===== src/rtl/adder_4b_struct.sv =====
// 4-bit unsigned ripple-carry adder built from gate-level full-adder cells,
// with a registered copy of sum/carry and a sticky carry-seen status flag.

module adder_4b_fa_cell (
  input  logic a,
  input  logic b,
  input  logic ci,
  output logic s,
  output logic co
);

  logic p;

  assign p  = a ^ b;
  assign s  = p ^ ci;
  assign co = (a & b) | (ci & p);

endmodule

module adder_4b_struct (
  input  logic       clk,
  input  logic       reset_n,
  input  logic [3:0] a,
  input  logic [3:0] b,
  output logic [3:0] sum,
  output logic       cout,
  output logic [3:0] sum_q,
  output logic       cout_q,
  output logic       carry_seen
);

  localparam int unsigned W = 4;

  // carry[0] is the tied-off carry-in; carry[W] leaves the chain as cout
  logic [W:0] carry;

  assign carry[0] = 1'b0;

  for (genvar i = 0; i < W; i++) begin : g_bit
    adder_4b_fa_cell u_fa (
      .a  (a[i]),
      .b  (b[i]),
      .ci (carry[i]),
      .s  (sum[i]),
      .co (carry[i+1])
    );
  end

  assign cout = carry[W];

  // Pipeline copy and sticky flag; reset wins over capture in the same cycle
  always_ff @(posedge clk) begin
    if (!reset_n) begin
      sum_q      <= '0;
      cout_q     <= 1'b0;
      carry_seen <= 1'b0;
    end else begin
      sum_q      <= sum;
      cout_q     <= cout;
      carry_seen <= carry_seen | cout;
    end
  end

endmodule


===== config.mk =====
export PLATFORM = sky130hd
export DESIGN_NAME = adder_4b_struct
export DESIGN_NICKNAME = d
export VERILOG_FILES = /design/src/rtl/adder_4b_struct.sv
export SDC_FILE = /design/constraint.sdc
export NUM_CORES = 1
export LEC_CHECK = 0
export CORE_AREA = 2 2 39 41
export DETAILED_ROUTE_END_ITERATION = 10
export DIE_AREA = 0 0 41 43
export HOLD_SLACK_MARGIN = 0.03
export SLEW_MARGIN = 20
export SYNTH_ARGS = -nofsm -noshare
export SYNTH_HDL_FRONTEND = slang
export SYNTH_HIERARCHICAL = 1
export SYNTH_SLANG_ARGS = --single-unit
export TNS_END_PERCENT = 10

===== constraint.sdc =====
create_clock -name clk -period 3.25 [get_ports clk]
set_input_delay 0.8125 -clock clk [delete_from_list [all_inputs] [get_ports clk]]
set_output_delay 0.8125 -clock clk [all_outputs]
set_load 0.01 [all_outputs]

==> results.py, run 1 <==
metrics = {
    "sta": {
        "report.final.hold_viol_count": 0,
        "timing_max_transition_violations_final": 0,
        "finalCriticalPeriod_ns": 3.42,
        "fin_ws_ns": -0.171,
        "final.hold.worst_slack_ns": 0.453,
        "unrepaired_setup_endpoints_after_global_routing": "true",
        "timing.final.setup_violations": 2,
        "min_period_over_period_pct": 105,
        "fmaxAchievable_mhz": 292,
        "final.setup_skew_ns": 0,
    },
    "yosys": {
        "synth_seq_area_share_pct": 49.5,
        "synth_warnings": 6,
        "synthesized_net_count": 31,
        "postSynthCellCount": 17,
        "synth_area_sq_um": 243,
        "synth_xor_xnor_area_share_pct": 0,
        "synth_adder_area_share_pct": 33.0,
        "number_of_storage_elements_in_the_synthesis_netlist": 6,
        "synth-compound-area-share_pct": 3.09,
        "synth.distinct_cells": 5,
        "largest_family_of_logic_cells_by_synthesized_area": "adder cells",
        "mux_cell_area_share_after_synthesis_pct": 0,
        "syn_avg_cell_area_sq_um": 14.3,
        "synth-simple-area-share_pct": 12.9,
    },
    "place": {
        "gp_routability_congestion": 0.668,
        "dp_cells": 54,
        "dpl-instance-area_sq_um": 478,
        "numPortBuffers": 20,
    },
    "floorplanning": {
        "die_outline_area_sq_um": 1760,
        "std_cell_rows": 14,
        "die_span_x_um": 41,
        "pin_count": 21,
        "core_region_area_sq_um": 1380,
        "die-height_um": 43,
        "floorplan.initialDensity_pct": 17.5,
    },
    "run_status": {
        "failed_checks": "negative setup slack",
        "run_status": "finished, violations left",
    },
    "clocking": {
        "numCtsBuffers": 3,
        "cts_htree_levels": 1,
        "insertion_delay_ns": 0.24,
        "clock_sink_count": 6,
        "cts_tree": "done",
        "cts.root.buffer_cell": "sky130_fd_sc_hd__clkbuf_4",
        "cts_buffer_depth": 2,
        "cts.clk_slew.worst_paths_ns": 0.04,
    },
    "worst_setup_path": {
        "crit_type": "in2out",
        "worstSetupEndpointType": "primary output",
        "crit_required_ns": 2.44,
        "crit_path_max_fanout": 2,
        "worst_setup_path_start_kind": "input pin",
        "worstPathArrival_ns": 2.61,
    },
    "route": {
        "totalWireLength_um": 515,
        "via_count_normalized_by_instance_count": 3.70,
        "dr.pass1.iters": 1,
        "detailroute.via_count": 211,
        "drc_errors": 0,
        "postRouteAntennaNets": 0,
        "drt_iter0_markers": 0,
        "wl_per_cell_um": 9.04,
    },
    "pwr": {
        "internal-power_w": 0.000170,
        "clock_network_fraction_of_total_power_pct": 29.5,
        "post-layout-total-power_w": 0.000226,
        "ir_worst_vdd_mv": 0.111,
        "p_sw_share_pct": 24.6,
        "power_density_nw_per_um2": 460,
        "p_leak_nw": 0.197,
        "share_comb_of_total_power_pct": 33.3,
        "power.share.sequential_pct": 37.2,
        "p_sw_w": 0.0000555,
    },
    "hold_path": {
        "min-delay-path-class": "reg2reg",
    },
    "final_layout": {
        "final_area_sq_um": 490,
        "synthToLayoutAreaGrowth_pct": 102,
        "final-instance-count-excl-fill": 57,
        "finish.net_count": 57,
        "most-common-layout-cells": "sky130_fd_sc_hd__clkdlybuf4s50_1, sky130_fd_sc_hd__dfxtp_1, sky130_fd_sc_hd__and2_1, sky130_fd_sc_hd__clkbuf_4, sky130_fd_sc_hd__fa_2",
        "final_common_cell": "sky130_fd_sc_hd__clkdlybuf4s50_1",
        "fillers": 146,
        "share_of_cells_above_drive_strength_1_pct": 26.8,
        "antennaDiodeCount": 0,
        "postLayoutCoreUtil_pct": 35.4,
    },
    "global_route": {
        "antenna_found_initial": 0,
        "grt_pass1_vias": 217,
        "gr-usage-all-layers_pct": 8.21,
        "grt_max_degree": 7,
        "grt_first_pass_wirelength_um": 834,
        "grt-ovfl-total": 0,
    },
    "flow_run": {
        "max_cap_violations": 0,
    },
}
area by class of cell:
class                      instances  area, sq um  share of cell area (%)
clock buffer                       3         22.5                    4.59
tap                               16         20.0                    4.08
sequential                         6          120                    24.5
multi-input combinational         11          130                    26.5
timing repair buffer              21          198                    40.3
synth_stat cells:
cell type / n / area (sq um)
sky130_fd_sc_hd__and2_1: 5 / 31.3
sky130_fd_sc_hd__conb_1: 1 / 3.75
sky130_fd_sc_hd__dfxtp_1: 6 / 120
sky130_fd_sc_hd__fa_1: 4 / 80.1
sky130_fd_sc_hd__o21a_1: 1 / 7.51
state kept, by name, indices dropped and copies added (netlist names):
name / cells
sum_q: 4
cout_q: 1
carry_seen: 1
worst paths after layout:
check	start	end	slack [ns]	cells after the start
worst min register to register	carry_seen	carry_seen	0.45	1
worst min-delay path	carry_seen	carry_seen	0.45	1
worst max-delay path	b[0]	sum[3]	-0.17	6
worst max register to register	carry_seen	carry_seen	2.69	1
what timing repair did:
action / 4_1_cts / 5_1_grt
hold buffers: 0 / 0
resized for setup: 20 / 0
pin swaps: 4 / 0
setup endpoints to repair: 4 / 2
setup buffers: 0 / 0
hold endpoints to repair: 0 / 0
critical path, cell delays in order:
cell and delay [ns]:
sky130_fd_sc_hd__buf_6 0.09, sky130_fd_sc_hd__fa_2 0.35, sky130_fd_sc_hd__fa_2 0.35, sky130_fd_sc_hd__fa_2 0.36, sky130_fd_sc_hd__fa_1 0.50, sky130_fd_sc_hd__buf_2 0.13
layer usage:
metal	share of wire (%)	wire length [um]	vias to the layer above	track usage [%]
met4	4.9	25	0	10.0
met1	40	206	85	8.28
li1	-	-	99	-
met2	34	176	23	9.38
met3	21	107	4	5.76
met5	0	0	-	0
power by group through the flow:
stage                     registers [W]   logic, W  clock network (W)
final                         0.0000841  0.0000751          0.0000666
after global routing          0.0000847  0.0000844          0.0000712
after CTS                     0.0000843  0.0000773          0.0000692
after detailed placement      0.0000856  0.0000828                  0
after global placement        0.0000855  0.0000828                  0
after floorplan               0.0000899  0.0000264                  0
cell families after synthesis:
group           count (synthesis)
fa+ha+maj                       4
compound gates                  1
flops                           6
other cells                     1
simple gates                    5
per-stage QoR:
stage / worst slack, ns / setup TNS (ns)
after floorplan: -0.0207 / -0.0207
after global placement: -1.03 / -2.88
after detailed placement: -1.03 / -2.88
after CTS: -0.191 / -0.372
after global routing: -0.248 / -0.460
final: -0.171 / -0.338
Note: power is estimated with default switching activity, not from simulation.
==> inputs of run 2 (changes only) <==
Settings changed: GPL_ROUTABILITY_DRIVEN set to 0.
==> results of run 2 <==
Same layout as run 1: the final DEF is identical, and so are final timing and power.
==> inputs of run 3 (changes only) <==
Settings changed: CAP_MARGIN set to 25.
==> results of run 3 <==
Same layout as run 1: the final DEF is identical, and so are final timing and power.
